===== src/rtl/keccak_byte_packer.sv =====
// Byte-wide AXI4-Stream to DWIDTH-bit word packer feeding the Keccak core sink.
// Bytes pack little-endian; t_keep stays contiguous from lane 0 and the output word is fully registered.
module keccak_byte_packer #(
    parameter int DWIDTH = 64,
    localparam int KEEP_WIDTH = DWIDTH / 8,
    localparam int CNT_WIDTH = $clog2(KEEP_WIDTH + 1)
) (
    input  logic                  clk,
    input  logic                  rst,
    input  logic [7:0]            s_data_i,
    input  logic                  s_valid_i,
    input  logic                  s_keep_i,
    input  logic                  s_last_i,
    output logic                  s_ready_o,
    output logic [DWIDTH-1:0]     m_data_o,
    output logic                  m_valid_o,
    output logic [KEEP_WIDTH-1:0] m_keep_o,
    output logic                  m_last_o,
    input  logic                  m_ready_i
);

    logic [DWIDTH-1:0]     acc_data_reg;
    logic [CNT_WIDTH-1:0]  acc_cnt_reg;
    logic                  out_valid_reg;
    logic [DWIDTH-1:0]     out_data_reg;
    logic [KEEP_WIDTH-1:0] out_keep_reg;
    logic                  out_last_reg;

    logic                  accept;
    logic                  complete;
    logic [CNT_WIDTH-1:0]  byte_cnt;
    logic [DWIDTH-1:0]     merged_data;
    logic [KEEP_WIDTH-1:0] merged_keep;

    // Stalling every input beat while a word waits keeps accumulator and output coherent.
    assign s_ready_o = !out_valid_reg || m_ready_i;
    assign accept    = s_valid_i && s_ready_o;
    assign byte_cnt  = acc_cnt_reg + CNT_WIDTH'(s_keep_i);
    assign complete  = accept &&
                       (s_last_i || (s_keep_i && acc_cnt_reg == CNT_WIDTH'(KEEP_WIDTH - 1)));

    generate
        for (genvar gi = 0; gi < KEEP_WIDTH; gi++) begin : g_lane
            assign merged_data[8*gi +: 8] = (s_keep_i && acc_cnt_reg == CNT_WIDTH'(gi)) ?
                                            s_data_i : acc_data_reg[8*gi +: 8];
            assign merged_keep[gi]        = byte_cnt > CNT_WIDTH'(gi);
        end
    endgenerate

    always_ff @(posedge clk or posedge rst) begin
        if (rst) begin
            acc_data_reg  <= '0;
            acc_cnt_reg   <= '0;
            out_valid_reg <= 1'b0;
            out_data_reg  <= '0;
            out_keep_reg  <= '0;
            out_last_reg  <= 1'b0;
        end else if (complete) begin
            // Lanes above the count are still zero because the accumulator clears on every word.
            out_valid_reg <= 1'b1;
            out_data_reg  <= merged_data;
            out_keep_reg  <= merged_keep;
            out_last_reg  <= s_last_i;
            acc_data_reg  <= '0;
            acc_cnt_reg   <= '0;
        end else begin
            if (m_ready_i) begin
                out_valid_reg <= 1'b0;
            end
            if (accept && s_keep_i) begin
                acc_data_reg <= merged_data;
                acc_cnt_reg  <= acc_cnt_reg + 1'b1;
            end
        end
    end

    assign m_valid_o = out_valid_reg;
    assign m_data_o  = out_data_reg;
    assign m_keep_o  = out_keep_reg;
    assign m_last_o  = out_last_reg;

endmodule

===== config.mk =====
export PLATFORM = sky130hd
export DESIGN_NAME = keccak_byte_packer
export DESIGN_NICKNAME = d
export VERILOG_FILES = /design/src/rtl/keccak_byte_packer.sv
export SDC_FILE = /design/constraint.sdc
export NUM_CORES = 1
export LEC_CHECK = 0
export CORE_MARGIN = 2
export CORE_UTILIZATION = 61
export CTS_BUF_LIST = sky130_fd_sc_hd__clkbuf_8
export CTS_CLUSTER_DIAMETER = 80
export DETAILED_ROUTE_END_ITERATION = 7
export HOLD_SLACK_MARGIN = 0.15
export MAX_ROUTING_LAYER = met4
export PLACE_DENSITY = 0.95
export SLEW_MARGIN = 20
export SYNTH_ARGS = -nofsm -noshare
export SYNTH_HDL_FRONTEND = slang
export SYNTH_SLANG_ARGS = --single-unit

===== constraint.sdc =====
create_clock -name clk -period 13.7 [get_ports clk]
set_clock_uncertainty 0.1 [all_clocks]
set_input_delay 2.74 -clock clk [delete_from_list [all_inputs] [get_ports clk]]
set_output_delay 2.74 -clock clk [all_outputs]
set_load 0.02 [all_outputs]

; ---- After elaboration in Yosys (flattened, before gate mapping)
; Index checks and enable logic that the tools add are counted.
[word_totals]
register_bits = 142
latch_bits = 0
ramBits = 0
romBits = 0
input_bits = 14
n_memories = 0
[op_classes]
addsub = 2
n_mul = 0
div = 0
magnitude_cmp = 8
eq_ne = 7
shifts = 0
n_mux = 14
bitwise_logic = 0
reduce_logical = 17
[op_table]
columns = cell, count
row1 = 2-to-1 mux 64 bit, 2
row2 = 2-to-1 mux 8 bit, 8
row3 = "equality test 4 x 3 -> 1 bit, second input constant", 4
row4 = "greater-than comparator 4 x 3 -> 1 bit, second input constant", 4
row5 = logical AND 1 bit, 11
row6 = "equality test 4 x 2 -> 1 bit, second input constant", 2
row7 = "greater-than comparator 4 x 1 -> 1 bit, second input constant", 2
row8 = "greater-than comparator 4 x 2 -> 1 bit, second input constant", 2
row9 = 2-to-1 mux 4 bit, 2
row10 = adder 4 x 1 -> 4 bit, 1
row11 = "adder 4 x 1 -> 4 bit, second input constant", 1
row12 = "equality test 4 x 1 -> 1 bit, second input constant", 1
row13 = logical NOT 4 bit, 1
row14 = nonzero test 2 bit, 2
row15 = logical OR 1 bit, 2
row16 = 2-to-1 mux 1 bit, 2
row17 = logical NOT 1 bit, 1

; ---- Logic depth before layout (Yosys ltp)
[logic_depth]
word_depth = 6
depth_mapped = 7

; ---- Worst setup path before layout
; OpenSTA, ideal clock, no wires.
[synth_path]
path_kind = input port to output port
from = input port m_ready_i
to = output port s_ready_o
t_arrival_ns = 3.028
slack_ns = 7.832
stages = 1
path_buffers = 0
path_cell_list = nand2b_1
[synth_via]
elab_chain_len = 1
[synth_lines]
columns = item, line
row1 = from (decl), 19  ; input logic m_ready_i
row2 = logical OR 1 bit, 36  ; assign s_ready_o = !out_valid_reg || m_ready_i;
row3 = to (decl), 14  ; output logic s_ready_o,
; No other way between the ends.

; ---- Worst setup path in the final report
; Ends and elaborated chain as after synthesis.

==> impl_metrics.sql <==
INSERT INTO impl_metrics (metric_group, metric, value, unit) VALUES
('status', 'outcome', 'complete, no violations', ''),
('timing', 'period_needed', '7.05', 'ns'),
('cells_and_area', 'layout-drive-gt1-share', '8.55', '%'),
('cts', 'cts-buffers-inserted', '17', ''),
('die', 'dieHeight', '105', 'um'),
('worst_hold_path', 'min_delay_worst_endpoint', 'm_data_o[3]', ''),
('timing', 'period_share', '51.5', '%'),
('synthesis', 'synth.top_cells.by_area', 'dfrtp_1 (57%), mux2i_1 (9.0%), a32o_1 (7.9%)', ''),
('timing', 'setup-tns-final', '0', 'ns'),
('power_and_ir_drop', 'fin_total_pwr', '0.928', 'mW'),
('detailed_routing', 'drt-pass1-iter-count', '5', ''),
('detailed_routing', 'ant_nets', '0', ''),
('timing', 'layout_setup_ws', '6.65', 'ns'),
('worst_setup_path', 'timing.critical_path.required', '10.86', 'ns'),
('placed_design', 'dpl_cell_area', '7070', 'sq um'),
('detailed_routing', 'drt-wirelength-per-cell', '19.3', 'um'),
('worst_setup_path', 'cp-end-kind', 'output port', ''),
('synthesis', 'syn_nets', '560', ''),
('synthesis', 'synth.most_common_cell', 'dfrtp_1', ''),
('synthesis', 'netlist_area', '6200', 'sq um'),
('cells_and_area', 'fin_area', '7450', 'sq um'),
('worst_setup_path', 'timing.rr.start', 'acc_cnt_reg[1]', ''),
('global_route', 'grt_start_max_net_pins', '88', ''),
('global_route', 'gr-usage-all-layers', '28.5', '%'),
('detailed_routing', 'route.vias.total', '4735', ''),
('synthesis', 'yosys_warnings', '0', ''),
('detailed_routing', 'route.layer.met1.wl', '5.88', 'mm'),
('detailed_routing', 'met2_wirelength', '7.28', 'mm'),
('cts', 'cts_tree', 'yes', ''),
('detailed_routing', 'highest_layer', 'met4', ''),
('synthesis', 'synth_common_cells', 'dfrtp_1 (142), nand2_1 (74), o21ai_0 (57)', ''),
('timing', 'worst-slew-pin-transition', '0.938', 'ns'),
('cts', 'holdBufCountCts', '0', ''),
('cts', 'clock_latency', '0.45', 'ns'),
('cells_and_area', 'n_antenna_cell', '0', ''),
('synthesis', 'yosys_most_used_dff', 'dfrtp_1', ''),
('cts', 'clk_sink_count', '142', ''),
('power_and_ir_drop', 'pwr_density_cell', '125', 'nW/um^2'),
('worst_setup_path', 'crit_path_max_fanout', '6', ''),
('timing', 'fmaxAchievable', '142', 'MHz'),
('synthesis', 'post-synth-top-area-fraction', '57.3', '%'),
('global_route', 'first_global_vias', '4734', ''),
('power_and_ir_drop', 'share_clk_of_total_power', '34.9', '%'),
('worst_setup_path', 'cp_slowest_stage_delay', '0.72', 'ns'),
('worst_setup_path', 'worstPathCellList', 'clkdlybuf4s50_1, nand2b_1, clkdlybuf4s50_1', ''),
('cells_and_area', 'design.final.nets', '627', ''),
('placed_design', 'pre_cts_slack', '6.68', 'ns'),
('power_and_ir_drop', 'total_leakage_power', '3.32', 'nW'),
('power_and_ir_drop', 'share_comb_of_total_power', '15.8', '%'),
('worst_setup_path', 'cp-start-kind', 'primary input', ''),
('synthesis', 'synth-seq-cells', '142', ''),
('synthesis', 'syn_avg_cell_area', '11.5', 'sq um'),
('global_route', 'grt_ovf', '0', ''),
('worst_hold_path', 'hold_class', 'flip-flop to flip-flop', ''),
('worst_setup_path', 'timing.setup.critical_path_class', 'primary input to output port', ''),
('worst_setup_path', 'r2r.worst_path.cells', '5', ''),
('synthesis', 'synth_edf_count', '0', ''),
('global_route', 'grt_pass1_wl', '23.9', 'mm'),
('synthesis', 'post_synth_inst_count', '540', ''),
('power_and_ir_drop', 'power.switching', '0.268', 'mW'),
('power_and_ir_drop', 'peak_supply_drop', '0.0000733', 'V'),
('cts', 'clock_path_buffers', '2', ''),
('worst_setup_path', 'max_stage_delay_cell_worst_path', 'clkdlybuf4s50_1', ''),
('job', 'max_cap_viol_count', '0', ''),
('detailed_routing', 'finalWirelength', '14.6', 'mm'),
('power_and_ir_drop', 'register_share_of_total_power', '49.2', '%'),
('timing', 'max-slew-margin-rel', '37.2', '%'),
('die', 'floorplan.io_pins', '89', ''),
('worst_setup_path', 'crit_start', 'm_ready_i', ''),
('worst_setup_path', 'crit_path_frequent_cell', 'clkdlybuf4s50_1', ''),
('power_and_ir_drop', 'intPower', '0.661', 'mW');
worst max-delay path, delay by kind of cell:
kind | cells | cell delay (ns)
buffers and inverters | 2 | 1.17
AND/OR/NAND/NOR | 1 | 0.30
per-layer routing:
metal | track usage [%] | vias to the layer above
met2 | 44.8 | 209
met4 | 11.6 | 0
met5 | - | -
met1 | 35.3 | 2372
li1 | - | 2108
met3 | 7.42 | 46
cells by family (layout without fill, tap and decap cells):
logic type / count (synthesis) / in the layout / synth area share, %
buffers and inverters: 48 / 128 / 3.85
DFF: 142 / 142 / 57.3
muxes: 56 / 56 / 9.04
and+or+nand+nor: 130 / 130 / 10.3
adders and majority gates: 6 / 6 / 1.21
xor gates and xnor gates: 2 / 2 / 0.282
AOI/OAI and AO/OA: 156 / 156 / 18.1
worst max-delay path by stage:
stage | cells past startpoint | endpoint
floorplan | 1 | acc_cnt_reg[0]
global placement | 3 | s_ready_o
detailed placement | 3 | s_ready_o
CTS | 3 | s_ready_o
global route | 3 | s_ready_o
finish | 3 | s_ready_o
per-stage QoR:
step / std cells / util (%)
after CTS: 753 / 75.8
after detailed placement: 721 / 72.0
after global placement: 721 / 72.0
after global routing: 753 / 75.9
after floorplan: 540 / -
final: 753 / 75.9
area by class of cell:
cell class	instances	area, sq um
clock buffers	17	234
clock inverters	15	148
fillers	631	2370
inverters	5	21.3
multi-input cells	350	2420
flip-flops and latches	142	3550
well taps	133	166
repair buffers	91	907
power by group through the flow:
stage	combinational [mW]	clock, mW	sequential (mW)
after floorplan	0.0672	0	0.484
after global placement	0.140	0	0.463
after detailed placement	0.146	0	0.466
after CTS	0.147	0.325	0.457
after global routing	0.158	0.343	0.460
final	0.147	0.324	0.457
layout by cell type, fill, tap and decap left out, types with 2 or more instances in the layout:
cell,instances
mux2i_1,56
nand2_1,74
o22ai_1,9
o21ai_0,57
clkinvlp_4,2
bufinv_16,2
nand4b_1,4
nor3_1,3
nor2_2,2
nand2b_1,5
ha_1,6
a22o_1,11
o21ai_1,5
and2_1,8
clkdlybuf4s50_1,88
nor2_4,3
clkinv_2,5
o31ai_1,2
nand3_1,5
clkinv_4,3
inv_6,2
a32o_1,49
clkbuf_8,17
nor2_1,15
nor3_2,3
inv_1,5
buf_4,2
dfrtp_1,142
a21oi_1,14
o21ai_2,4
No activity file was read; power rests on OpenSTA's default activity.
